### config.mk
export PLATFORM = sky130hd
export DESIGN_NAME = axis_rr_arbiter
export DESIGN_NICKNAME = d
export VERILOG_FILES = /design/src/rtl/axis_rr_arbiter.sv
export SDC_FILE = /design/constraint.sdc
export NUM_CORES = 1
export LEC_CHECK = 0
export BUFFER_PORTS_ARGS = -buffer_cell sky130_fd_sc_hd__buf_4
export CAP_MARGIN = 25
export CORE_MARGIN = 5
export CORE_UTILIZATION = 42
export DETAILED_ROUTE_END_ITERATION = 8
export PLACE_DENSITY = 0.84
export SLEW_MARGIN = 0
export SYNTH_ARGS = -nofsm -noshare
export SYNTH_HDL_FRONTEND = slang
export SYNTH_SLANG_ARGS = --single-unit
### constraint.sdc
create_clock -name clock -period 1.8 [get_ports clock]
set_input_delay 0.18 -clock clock [delete_from_list [all_inputs] [get_ports clock]]
set_output_delay 0.18 -clock clock [all_outputs]
set_load 0.03 [all_outputs]
### src/rtl/axis_rr_arbiter.sv
// Round-robin packet arbiter: N AXI-Stream slaves onto one registered master.
// A granted input owns the output until its s_last beat is accepted.
module axis_rr_arbiter #(
   parameter int DATA_WIDTH = 8,
   parameter int INPUTS     = 4
) (
   input  logic                         clock,
   input  logic                         reset,
   input  logic [INPUTS*DATA_WIDTH-1:0] s_data,
   input  logic [INPUTS-1:0]            s_valid,
   input  logic [INPUTS-1:0]            s_last,
   output logic [INPUTS-1:0]            s_ready,
   output logic [DATA_WIDTH-1:0]        m_data,
   output logic                         m_valid,
   output logic                         m_last,
   input  logic                         m_ready,
   output logic [INPUTS-1:0]            grant,
   output logic                         busy
);

   localparam int PW = (INPUTS > 1) ? $clog2(INPUTS) : 1;

   typedef enum logic {IDLE, LOCKED} state_t;

   state_t                  state_q;
   logic [INPUTS-1:0]       grant_q;
   logic [PW-1:0]           ptr_q;
   logic [PW-1:0]           owner_q;
   logic [DATA_WIDTH-1:0]   m_data_q;
   logic                    m_valid_q;
   logic                    m_last_q;

   logic                    out_free;
   logic                    accept;
   logic                    pick_found;
   logic [PW-1:0]           pick_idx;

   // Output register can take a beat when empty or draining this cycle.
   assign out_free = !m_valid_q || m_ready;

   generate
      for (genvar gi = 0; gi < INPUTS; gi++) begin : g_ready
         assign s_ready[gi] = !reset && (state_q == LOCKED) && grant_q[gi] && out_free;
      end
   endgenerate

   assign accept = |(s_ready & s_valid);

   // Scan upward from ptr+1 with explicit wrap so non-power-of-two INPUTS stay in range.
   always_comb begin
      int          cand;
      logic [PW-1:0] cand_idx;
      pick_found = 1'b0;
      pick_idx   = '0;
      cand       = 0;
      cand_idx   = '0;
      for (int k = 1; k <= INPUTS; k++) begin
         cand = int'(ptr_q) + k;
         if (cand >= INPUTS) cand = cand - INPUTS;
         cand_idx = PW'(cand);
         if (!pick_found && s_valid[cand_idx]) begin
            pick_found = 1'b1;
            pick_idx   = cand_idx;
         end
      end
   end

   always_ff @(posedge clock) begin
      if (reset) begin
         state_q   <= IDLE;
         grant_q   <= '0;
         ptr_q     <= PW'(INPUTS - 1);
         owner_q   <= '0;
         m_valid_q <= 1'b0;
         m_last_q  <= 1'b0;
      end else begin
         if (accept) begin
            m_data_q  <= s_data[owner_q*DATA_WIDTH +: DATA_WIDTH];
            m_last_q  <= s_last[owner_q];
            m_valid_q <= 1'b1;
         end else if (m_ready) begin
            m_valid_q <= 1'b0;
         end

         case (state_q)
            IDLE: begin
               if (pick_found) begin
                  state_q <= LOCKED;
                  owner_q <= pick_idx;
                  grant_q <= {{(INPUTS-1){1'b0}}, 1'b1} << pick_idx;
               end
            end
            LOCKED: begin
               if (accept && s_last[owner_q]) begin
                  state_q <= IDLE;
                  grant_q <= '0;
                  ptr_q   <= owner_q;
               end
            end
            default: state_q <= IDLE;
         endcase
      end
   end

   assign m_data  = m_data_q;
   assign m_valid = m_valid_q;
   assign m_last  = m_last_q;
   assign grant   = grant_q;
   assign busy    = (state_q == LOCKED);

endmodule
==> metrics <==
status completed; final setup vio count 0; initial core utilization a little under half; Max clock buf depth 2; RSZ-0062 raised after global routing no; Relative slew margins about two thirds; DRT iter0 DRCs 26; # IOs 62; htree depth 1; worst vdd ir about 550 uV; WP data required ~1.6 ns; initial antenna violation count 0; top-count cell post-synth dfxtp_1; total gr overflow 0; Hold WC Path Type primary input to flop; vias per cell 5.458; number of cells upsized or downsized after cts 0; hold_buf cts 0; CP startpoint kind flop; clk sinks 19; #FFs+latches synth 19; Max-cap violations 0; async set-reset flop share out of synthesis 0%; YS warnings 0; Avg Cell Area, Syn 12.00 um2; Remaining DRCs 0; largest net degree at the start of global routing 15; Synth area leader edfxtp_1; pwr/cell area 626.5 nW/um2; GPL Wtd Cong 0.7718; n_diodes 0; slew of the pin with the lowest slew margin 0.4852 ns; synthesized net count roughly 130; WL per Instance ~17 um; vias in the first global route around 1000; Synth Flop Type dfxtp_1; postcts setup bufs 0; crit path max fanout 6; Pre-Repair DR Iteration Count 4; DRT met1 WL around 1100 um; final setup TNS 0 ns; Final Hold Viols 0; global-route wire length before repair roughly 4700 um; Leak about 0.67 nW; Crit Path Class flop to output port; Cells after Synth 85; Seq/Total Area, Yosys 45.15%; Unique masters post-synth 29; Setup crit end kind output port; CTS tree done; TritonCTS Buffers 3; post-synth top area share 23.56%; met3 wire length approximately 180 um; CTS root buf clkbuf_4; Commonest cells post-synth 11 x dfxtp_1, 9 x mux4_2, 8 x edfxtp_1; EDFF count, synth 8; Max Freq 0.6323 GHz; DPL Wire Length 2586 um; Synth area leaders edfxtp_1 24%, dfxtp_1 22%, mux4_2 20%; slowest cell on the critical path dfxtp_1; Routed WL a little over 3000 um; final core occ ~68%; Total GRT Usage a little under a fifth; Via Count 966; row count 17; Post-Synthesis Cell Area a little over 1000 um2; Final ANT Viol Nets 0; synthesis-to-layout area growth 51.29%; Routed met2 length ~1700 um; crit-path cells nor2b_1, and3_1, buf_4; IO Port Bufs 61; Top Layer Used met4; fin crit period ~1.6 ns; Final Skew 0.007056 ns; core area approximately 2300 um2; Die Area 3514 um2; fin nets 193; Die X 59.28 um; worst path arrival time roughly 1.4 ns; Tcrit/Tclk final just under 90%; clk_lat worst skew between 0.3 and 0.4 ns; max incr delay on CP roughly 0.43 ns; layout cells sized above 1 a little over half; Worst-path clk slew 0.12 ns; Pins Over Slew Limit 0; flop2flop setup slack roughly 0.23 ns; height of the die approximately 59 um
power breakdown:
part	switching (mW)	internal, mW
combinational	0.109	0.143
clock	0.142	0.0830
sequential	0.0163	0.472
total	0.268	0.699
critical path: cells and delay by family, from the launching register on:
family | cells | cell delay [ns]
buffers and inverters | 1 | 0.15
flip-flops | 1 | 0.43
AND/OR/NAND/NOR | 2 | 0.51
registers in the layout, indices dropped and copies added (netlist names):
signal,flops
busy,1
grant,4
m_data,8
m_last,1
m_valid,1
owner_q,2
ptr_q,2
per-stage QoR:
step / hold WS [ns] / area [um2] / instances / power (mW) / setup slack, ns
6_report: 0.1249 / 1543 / 177 / 0.9665 / 0.2186
5_1_grt: 0.1288 / 1543 / 177 / 1.009 / 0.06854
4_1_cts: 0.1089 / 1543 / 177 / 0.9751 / 0.2190
3_5_place_dp: 0.4468 / 1515 / 173 / 0.7514 / 0.2949
3_3_place_gp: 0.4369 / 1515 / 173 / 0.7430 / 0.3154
2_1_floorplan: 0.3710 / 1020 / 85 / 0.6290 / 0.2972
placed cells by master, fill, tap and decap left out, types with 2 or more instances in the layout:
master	count
buf_4	63
nor3_1	2
mux2i_1	2
o21ai_0	3
dfxtp_1	11
nor2_1	6
a211oi_1	2
o32ai_1	4
a22o_1	2
nor2b_1	2
inv_1	3
nand2_1	3
and3_1	4
mux4_2	9
edfxtp_1	8
clkbuf_4	3
nand2b_1	7
a21oi_1	3
final cells by class:
class | instances | area [um2]
fill | 190 | 711.9
multi-input combinational | 59 | 531.8
timing repair buffer | 63 | 473.0
sequential | 19 | 460.4
tap | 28 | 35.03
clock buffer | 3 | 22.52
inverter | 4 | 15.01
clock inverter | 1 | 5.005
final timing paths:
kind                                     startpoint                      end  cells past startpoint
worst max-delay path                busy$_SDFF_PP0_               s_ready[3]                      3
worst min-delay path                          reset  owner_q[1]$_SDFFE_PP0P_                      2
worst max register to register      busy$_SDFF_PP0_    ptr_q[0]$_SDFFE_PP1P_                      5
worst min register to register  m_last$_SDFFE_PP0P_      m_last$_SDFFE_PP0P_                      2
layer usage:
layer  vias to the layer above  global-route usage (%)
met2                        38                   32.29
met4                         0                   6.796
li1                        462                       -
met1                       460                   20.91
met5                         -                       0
met3                         6                   3.922
cell families after synthesis:
| logic type | share of synthesized area, % |
|---|---|
| AND/OR/NAND/NOR | 17.79 |
| flip-flops | 45.15 |
| buffers and inverters | 2.699 |
| multiplexers | 21.84 |
| AO/OA/AOI/OAI | 12.51 |
(Power assumes the default switching activity.)
